## config.mk

```make
export PLATFORM = sky130hd
export DESIGN_NAME = pipe_hazard_ctrl_flat
export DESIGN_NICKNAME = d
export VERILOG_FILES = /design/src/rtl/pipe_pkg.sv /design/src/rtl/pipe_hazard_ctrl_if.sv /design/src/rtl/pipe_perf_cnt.sv /design/src/rtl/pipe_hazard_ctrl.sv /design/src/flat_wrapper.sv
export SDC_FILE = /design/constraint.sdc
export NUM_CORES = 1
export LEC_CHECK = 0
export ABC_AREA = 1
export CORE_MARGIN = 2
export CORE_UTILIZATION = 35
export DETAILED_ROUTE_END_ITERATION = 8
export PLACE_DENSITY = 0.91
export SYNTH_ARGS = -nofsm -noshare
export SYNTH_HDL_FRONTEND = slang
export SYNTH_SLANG_ARGS = --single-unit
```

## constraint.sdc

```tcl
create_clock -name clk -period 1.6 [get_ports clk]
set_clock_uncertainty 0.2 [all_clocks]
set_input_delay 0.16 -clock clk [delete_from_list [all_inputs] [get_ports clk]]
set_output_delay 0.16 -clock clk [all_outputs]
set_load 0.05 [all_outputs]
```

## src/rtl/pipe_pkg.sv

```systemverilog
// pipe_pkg: shared types and constants for the pipeline hazard sequencer.
//   pipe_state_e   : sequencer FSM state (RUN, MD_BUSY)
//   MEM_TO_DEFAULT : default MEM-wait watchdog limit in cycles (0 disables)
//   WAIT_W, CNT_W  : watchdog counter and performance counter widths
package pipe_pkg;

    typedef enum logic [0:0] {
        RUN     = 1'b0,
        MD_BUSY = 1'b1
    } pipe_state_e;

    localparam int unsigned MEM_TO_DEFAULT = 255;
    localparam int unsigned WAIT_W         = 8;
    localparam int unsigned CNT_W          = 32;

endpackage

```

## src/rtl/pipe_hazard_ctrl_if.sv

```systemverilog
// pipe_hazard_ctrl_if: hazard requests from the pipeline and the resulting
// stall/flush controls, timeout pulse and performance counters.
//   master : pipeline side (drives requests, receives controls)
//   slave  : hazard sequencer side
interface pipe_hazard_ctrl_if;
    import pipe_pkg::*;

    logic             lu_stall;
    logic             ex_redirect;
    logic             md_start;
    logic             md_done;
    logic             dmem_req;
    logic             dmem_ack;
    logic             pc_stall;
    logic             ifid_stall;
    logic             idex_stall;
    logic             exmem_stall;
    logic             ifid_flush;
    logic             idex_flush;
    logic             exmem_flush;
    logic             memwb_flush;
    logic             mem_timeout;
    logic [CNT_W-1:0] stall_cnt;
    logic [CNT_W-1:0] redirect_cnt;

    modport master (
        output lu_stall, ex_redirect, md_start, md_done, dmem_req, dmem_ack,
        input  pc_stall, ifid_stall, idex_stall, exmem_stall,
        input  ifid_flush, idex_flush, exmem_flush, memwb_flush,
        input  mem_timeout, stall_cnt, redirect_cnt
    );

    modport slave (
        input  lu_stall, ex_redirect, md_start, md_done, dmem_req, dmem_ack,
        output pc_stall, ifid_stall, idex_stall, exmem_stall,
        output ifid_flush, idex_flush, exmem_flush, memwb_flush,
        output mem_timeout, stall_cnt, redirect_cnt
    );

endinterface

```

## src/rtl/pipe_perf_cnt.sv

```systemverilog
// pipe_perf_cnt: free-running stall and redirect cycle counters, wrapping
// modulo 2^CNT_W.
//   clk, rst_n    : clock, async active-low reset
//   stall_inc     : count one stall cycle
//   redirect_inc  : count one redirect cycle
//   stall_cnt, redirect_cnt : counter values
module pipe_perf_cnt
    import pipe_pkg::*;
(
    input  logic             clk,
    input  logic             rst_n,
    input  logic             stall_inc,
    input  logic             redirect_inc,
    output logic [CNT_W-1:0] stall_cnt,
    output logic [CNT_W-1:0] redirect_cnt
);

    logic [CNT_W-1:0] stall_cnt_q, stall_cnt_d;
    logic [CNT_W-1:0] redirect_cnt_q, redirect_cnt_d;

    // Next counter values
    always_comb begin
        stall_cnt_d    = stall_cnt_q;
        redirect_cnt_d = redirect_cnt_q;
        if (stall_inc)    stall_cnt_d    = stall_cnt_q + CNT_W'(1);
        if (redirect_inc) redirect_cnt_d = redirect_cnt_q + CNT_W'(1);
    end

    always_ff @(posedge clk or negedge rst_n) begin
        if (!rst_n) begin
            stall_cnt_q    <= '0;
            redirect_cnt_q <= '0;
        end else begin
            stall_cnt_q    <= stall_cnt_d;
            redirect_cnt_q <= redirect_cnt_d;
        end
    end

    assign stall_cnt    = stall_cnt_q;
    assign redirect_cnt = redirect_cnt_q;

endmodule

```

## src/rtl/pipe_hazard_ctrl.sv

```systemverilog
// pipe_hazard_ctrl: resolves load-use, redirect, mul/div and data-memory
// hazards by stage priority (MEM hold > MD hold > redirect > load-use) into
// per-register stall and flush controls, with a MEM-wait watchdog.
//   clk, rst_n : clock, async active-low reset
//   bus        : pipe_hazard_ctrl_if.slave (requests in, controls out)
//   MEM_TO     : watchdog limit in cycles, 0 disables
// Optional feature macro: PIPE_HAZARD_PERF_EN builds the performance
// counters; otherwise stall_cnt/redirect_cnt are tied to zero.
module pipe_hazard_ctrl
    import pipe_pkg::*;
#(
    parameter int unsigned MEM_TO = MEM_TO_DEFAULT
) (
    input  logic               clk,
    input  logic               rst_n,
    pipe_hazard_ctrl_if.slave  bus
);

    localparam bit          TO_EN   = (MEM_TO != 0);
    localparam int unsigned TO_LAST = TO_EN ? MEM_TO - 1 : 0;

    pipe_state_e       state_q, state_d;
    logic              done_q, done_d;
    logic [WAIT_W-1:0] wait_cnt_q, wait_cnt_d;

    logic mem_hold, md_hold, timeout;
    logic pc_stall, ifid_stall, idex_stall, exmem_stall;
    logic ifid_flush, idex_flush, exmem_flush, memwb_flush;

    assign mem_hold = bus.dmem_req & ~bus.dmem_ack;
    // A result already latched in done_q releases MD_BUSY without a new md_done
    assign md_hold  = ((state_q == RUN) & bus.md_start & ~bus.md_done)
                    | ((state_q == MD_BUSY) & ~bus.md_done & ~done_q);
    assign timeout  = mem_hold & TO_EN & (wait_cnt_q == WAIT_W'(TO_LAST));

    // Stall/flush resolution; only the highest-priority source acts
    always_comb begin
        pc_stall    = 1'b0;
        ifid_stall  = 1'b0;
        idex_stall  = 1'b0;
        exmem_stall = 1'b0;
        ifid_flush  = 1'b0;
        idex_flush  = 1'b0;
        exmem_flush = 1'b0;
        memwb_flush = 1'b0;
        if (!rst_n) begin
            ifid_flush  = 1'b1;
            idex_flush  = 1'b1;
            exmem_flush = 1'b1;
            memwb_flush = 1'b1;
        end else if (timeout) begin
            ifid_flush  = 1'b1;
            idex_flush  = 1'b1;
            exmem_flush = 1'b1;
            memwb_flush = 1'b1;
        end else if (mem_hold) begin
            pc_stall    = 1'b1;
            ifid_stall  = 1'b1;
            idex_stall  = 1'b1;
            exmem_stall = 1'b1;
            memwb_flush = 1'b1;
        end else if (md_hold) begin
            pc_stall    = 1'b1;
            ifid_stall  = 1'b1;
            idex_stall  = 1'b1;
            exmem_flush = 1'b1;
        end else if (bus.ex_redirect) begin
            ifid_flush  = 1'b1;
            idex_flush  = 1'b1;
        end else if (bus.lu_stall) begin
            pc_stall    = 1'b1;
            ifid_stall  = 1'b1;
            idex_flush  = 1'b1;
        end
    end

    // FSM, latched md_done and watchdog next state
    always_comb begin
        state_d    = state_q;
        done_d     = done_q;
        wait_cnt_d = mem_hold ? wait_cnt_q + WAIT_W'(1) : '0;
        if (timeout) begin
            state_d    = RUN;
            done_d     = 1'b0;
            wait_cnt_d = '0;
        end else begin
            case (state_q)
                RUN: begin
                    if (bus.md_start & ~bus.md_done & ~mem_hold) state_d = MD_BUSY;
                end
                MD_BUSY: begin
                    if (mem_hold) begin
                        if (bus.md_done) done_d = 1'b1;
                    end else if (bus.md_done | done_q) begin
                        state_d = RUN;
                        done_d  = 1'b0;
                    end
                end
                default: state_d = RUN;
            endcase
        end
    end

    always_ff @(posedge clk or negedge rst_n) begin
        if (!rst_n) begin
            state_q    <= RUN;
            done_q     <= 1'b0;
            wait_cnt_q <= '0;
        end else begin
            state_q    <= state_d;
            done_q     <= done_d;
            wait_cnt_q <= wait_cnt_d;
        end
    end

    assign bus.pc_stall    = pc_stall;
    assign bus.ifid_stall  = ifid_stall;
    assign bus.idex_stall  = idex_stall;
    assign bus.exmem_stall = exmem_stall;
    assign bus.ifid_flush  = ifid_flush;
    assign bus.idex_flush  = idex_flush;
    assign bus.exmem_flush = exmem_flush;
    assign bus.memwb_flush = memwb_flush;
    assign bus.mem_timeout = rst_n & timeout;

`ifdef PIPE_HAZARD_PERF_EN
    // ifid_flush outside reset comes only from a redirect or a timeout
    pipe_perf_cnt u_perf_cnt (
        .clk          (clk),
        .rst_n        (rst_n),
        .stall_inc    (pc_stall),
        .redirect_inc (ifid_flush & rst_n),
        .stall_cnt    (bus.stall_cnt),
        .redirect_cnt (bus.redirect_cnt)
    );
`else
    assign bus.stall_cnt    = '0;
    assign bus.redirect_cnt = '0;
`endif

endmodule

```

## src/flat_wrapper.sv

```systemverilog
// flat-port wrapper written by rule: the top's interface ports become plain ports
module pipe_hazard_ctrl_flat import pipe_pkg::*;
#(
    parameter int unsigned MEM_TO = MEM_TO_DEFAULT
)
  (clk, rst_n, bus_lu_stall, bus_ex_redirect, bus_md_start, bus_md_done, bus_dmem_req, bus_dmem_ack, bus_pc_stall, bus_ifid_stall, bus_idex_stall, bus_exmem_stall, bus_ifid_flush, bus_idex_flush, bus_exmem_flush, bus_memwb_flush, bus_mem_timeout, bus_stall_cnt, bus_redirect_cnt);
  pipe_hazard_ctrl_if bus_i ();
  input  logic clk;
  input  logic rst_n;
  input wire logic [$bits(bus_i.lu_stall)-1:0] bus_lu_stall;
  input wire logic [$bits(bus_i.ex_redirect)-1:0] bus_ex_redirect;
  input wire logic [$bits(bus_i.md_start)-1:0] bus_md_start;
  input wire logic [$bits(bus_i.md_done)-1:0] bus_md_done;
  input wire logic [$bits(bus_i.dmem_req)-1:0] bus_dmem_req;
  input wire logic [$bits(bus_i.dmem_ack)-1:0] bus_dmem_ack;
  output wire logic [$bits(bus_i.pc_stall)-1:0] bus_pc_stall;
  output wire logic [$bits(bus_i.ifid_stall)-1:0] bus_ifid_stall;
  output wire logic [$bits(bus_i.idex_stall)-1:0] bus_idex_stall;
  output wire logic [$bits(bus_i.exmem_stall)-1:0] bus_exmem_stall;
  output wire logic [$bits(bus_i.ifid_flush)-1:0] bus_ifid_flush;
  output wire logic [$bits(bus_i.idex_flush)-1:0] bus_idex_flush;
  output wire logic [$bits(bus_i.exmem_flush)-1:0] bus_exmem_flush;
  output wire logic [$bits(bus_i.memwb_flush)-1:0] bus_memwb_flush;
  output wire logic [$bits(bus_i.mem_timeout)-1:0] bus_mem_timeout;
  output wire logic [$bits(bus_i.stall_cnt)-1:0] bus_stall_cnt;
  output wire logic [$bits(bus_i.redirect_cnt)-1:0] bus_redirect_cnt;
  assign bus_i.lu_stall = bus_lu_stall;
  assign bus_i.ex_redirect = bus_ex_redirect;
  assign bus_i.md_start = bus_md_start;
  assign bus_i.md_done = bus_md_done;
  assign bus_i.dmem_req = bus_dmem_req;
  assign bus_i.dmem_ack = bus_dmem_ack;
  assign bus_pc_stall = bus_i.pc_stall;
  assign bus_ifid_stall = bus_i.ifid_stall;
  assign bus_idex_stall = bus_i.idex_stall;
  assign bus_exmem_stall = bus_i.exmem_stall;
  assign bus_ifid_flush = bus_i.ifid_flush;
  assign bus_idex_flush = bus_i.idex_flush;
  assign bus_exmem_flush = bus_i.exmem_flush;
  assign bus_memwb_flush = bus_i.memwb_flush;
  assign bus_mem_timeout = bus_i.mem_timeout;
  assign bus_stall_cnt = bus_i.stall_cnt;
  assign bus_redirect_cnt = bus_i.redirect_cnt;
  pipe_hazard_ctrl #(.MEM_TO(MEM_TO)) u_core (.clk(clk), .rst_n(rst_n), .bus(bus_i));
endmodule
```

==> results.py <==
metrics = {
    "floorplan": {
        "num_rows": 20,
        "die-area_mm2": 0.00374,
        "die_w_um": 61.2,
        "core_mm2": 0.00308,
        "die_y_um": 61.2,
        "ioPinCount": 81,
        "initial_core_util": 0.372,
    },
    "yosys": {
        "synth.avg_cell_area_um2": 7.58,
        "synth_common_cells": "65 x buf_4, 17 x nand2_1, 15 x nor2_1",
        "synth_top_cell_area_share": 0.426,
        "synth-seq-area-share": 0.219,
        "yosysMostFrequentCell": "buf_4",
        "synth_edf_count": 0,
        "synth_cell_type_count": 24,
        "synthArstFlopShare": 1.00,
        "synth_area_mm2": 0.00114,
        "synth_cells": 151,
        "yosysTopAreaCell": "buf_4",
        "ys_ff_latch": 10,
        "synthTopCellsByArea": "buf_4 43%, dfrtp_1 22%, nand2_1 5.6%, nor2_1 4.9%, nand2_2 3.3%",
        "ys_warn_count": 0,
        "ys.flop_type": "dfrtp_1",
    },
    "global_route": {
        "grt_max_degree": 9,
        "grt_first_pass_wirelength_mm": 2.99,
        "overflow": 0,
        "grtUsageMet2": 0.193,
        "grt-busiest-layer": "met2",
        "grt_pass1_vias": 750,
        "antenna_found_initial": 0,
        "grt.met3_usage": 0.0273,
        "met1_usage": 0.111,
        "grt_usage": 0.107,
    },
    "drt": {
        "wire_per_inst_um": 8.74,
        "vias_per_cell": 3.66,
        "final_antenna_net_count": 0,
        "vias": 842,
        "drt-initial-drc-count": 22,
        "drcViolationCount": 0,
        "wirelength_mm": 2.01,
        "drt_first_pass_iters": 4,
    },
    "power": {
        "finalPower_mw": 1.15,
        "ir_drop_uv": 288,
        "power_density_mw_per_mm2": 784,
        "p_leak_nw": 0.750,
    },
    "sta": {
        "holdWs_ps": 118,
        "setup_viol": 8,
        "fin_crit_ps": 1910,
        "hold_viol": 0,
        "slew_violations": 0,
        "fin_ws_ps": -310,
        "timing.final.crit_share": 1.19,
        "rsz0062_at_grt": "yes",
        "fmax_ghz": 0.523,
    },
    "clocking": {
        "cts_hold_buf": 0,
        "cts_root_buf": "clkbuf_4",
        "htree_levels": 1,
        "clock_latency_ps": 260,
        "cts_tree": "done",
        "clock_sinks": 10,
        "cts_buffers": 3,
        "cts_buffer_depth": 2,
        "clk_pin_slew_ps": 70,
    },
    "critical_path": {
        "crit_type": "flop to output port",
        "cp.required_ps": 1240,
        "start_kind": "flop",
        "critPathCaptureType": "output port",
        "crit_arrival_ps": 1550,
        "crit_fanout": 4,
    },
    "outcome": {
        "violations": "negative setup slack",
        "outcome": "finished, violations left",
    },
    "finish": {
        "n_fill_cell": 311,
        "layoutNonFillerInstCount": 230,
        "syn_to_final_growth_pct": 28.0,
        "nets": 197,
        "diodes": 0,
        "drive_above_1_share": 0.344,
    },
    "placement": {
        "place_congestion": 0.802,
        "dpl.hpwl_mm": 1.62,
        "port_buffers": 16,
        "dpl.cell_count": 221,
    },
    "worst_hold_path": {
        "min_path_type": "input port to async pin",
    },
    "run": {
        "cap_viol_max_count": 0,
    },
}
repair_timing:
action,CTS,global route
pin swaps,7,15
setup endpoints to repair,8,16
cloned,0,0
setup buffers,4,5
resized for setup,5,12
cell families (layout without fill, tap and decap cells):
| group | count (synthesis) | after routing | share of synthesized area |
|---|---|---|---|
| adders and majority gates | 2 | 2 | 0.0219 |
| xor gates and xnor gates | 3 | 3 | 0.0230 |
| AOI/OAI and AO/OA | 5 | 5 | 0.0295 |
| and+or+nand+nor | 55 | 55 | 0.243 |
| DFF | 10 | 10 | 0.219 |
| buffers and inverters | 75 | 47 | 0.461 |
| other | 1 | 64 | 0.00328 |
report_power, final:
group          total (mW)  leakage, nW  internal (mW)  switching (mW)
clock network       0.224       0.0210          0.138          0.0856
registers           0.276        0.136          0.264          0.0117
logic               0.649        0.593          0.149           0.500
total                1.15        0.750          0.551           0.598
state kept, by name, summed over array words and instances (netlist names):
name,count
u_core.done_q,1
u_core.wait_cnt_q,8
u_core.state_q,1
final timing paths:
kind | to | depth (start not counted) | slack (ps) | from
worst max-delay path | bus_ifid_flush | 9 | -310 | u_core.wait_cnt_q[0]
worst min-delay path | u_core.wait_cnt_q[5] | 2 | 120 | rst_n
worst max register to register | u_core.done_q | 10 | 50 | u_core.wait_cnt_q[0]
worst min register to register | u_core.done_q | 2 | 310 | u_core.done_q
max in group asynchronous | u_core.wait_cnt_q[6] | 2 | 910 | rst_n
min in group clk | u_core.done_q | 4 | 180 | bus_md_done
cells in the final DEF (no fill, tap or decap), types with 2 or more instances in the layout:
| cell type | Yosys | layout |
|---|---|---|
| inv_2 | 1 | 4 |
| nor2_1 | 15 | 10 |
| o211ai_1 | 2 | 2 |
| clkbuf_4 | 0 | 3 |
| nand2_2 | 6 | 8 |
| dfrtp_1 | 10 | 10 |
| and3_1 | 2 | 2 |
| nor2_4 | 2 | 8 |
| nor2_2 | 4 | 3 |
| xor2_1 | 2 | 2 |
| buf_6 | 0 | 2 |
| nand2_1 | 17 | 14 |
| conb_1 | 1 | 64 |
| buf_4 | 65 | 16 |
| clkdlybuf4s50_1 | 0 | 6 |
| buf_12 | 0 | 8 |
| nand2_4 | 1 | 2 |
| nand3_2 | 1 | 3 |
| inv_1 | 8 | 5 |
| a21oi_1 | 2 | 2 |
| nor3_1 | 2 | 2 |
per-stage QoR:
stage	area [um2]	setup TNS (ps)	setup slack (ps)	util
5_1_grt	1470	-2600	-367	0.476
2_1_floorplan	1440	-548	-171	-
6_report	1470	-1990	-310	0.476
4_1_cts	1420	-2230	-356	0.462
3_3_place_gp	1330	-871	-180	0.433
3_5_place_dp	1330	-1170	-224	0.433
critical path, stage by stage (launching register included):
cell     delay (ps)
dfrtp_1         390
inv_2            80
ha_4            120
inv_2            40
nor2_4          120
nand3_4         130
nand2_4         110
nor2_4           50
nor2_4          110
buf_12          140
routing by layer:
layer / share of wire / vias to the layer above
li1: - / 405
met1: 0.33 / 390
met2: 0.56 / 45
met3: 0.089 / 2
met4: 0.013 / 0
met5: 0 / -
cell type report:
class                           count  area (um2)  share of cell area
Tap cell                           44        55.1              0.0376
Sequential cell                    10         250               0.171
Multi-Input combinational cell    129         708               0.483
Timing Repair Buffer               33         375               0.256
Clock buffer                        4        36.3              0.0248
Inverter                           10        40.0              0.0273
No activity file was read; power rests on OpenSTA's default activity.
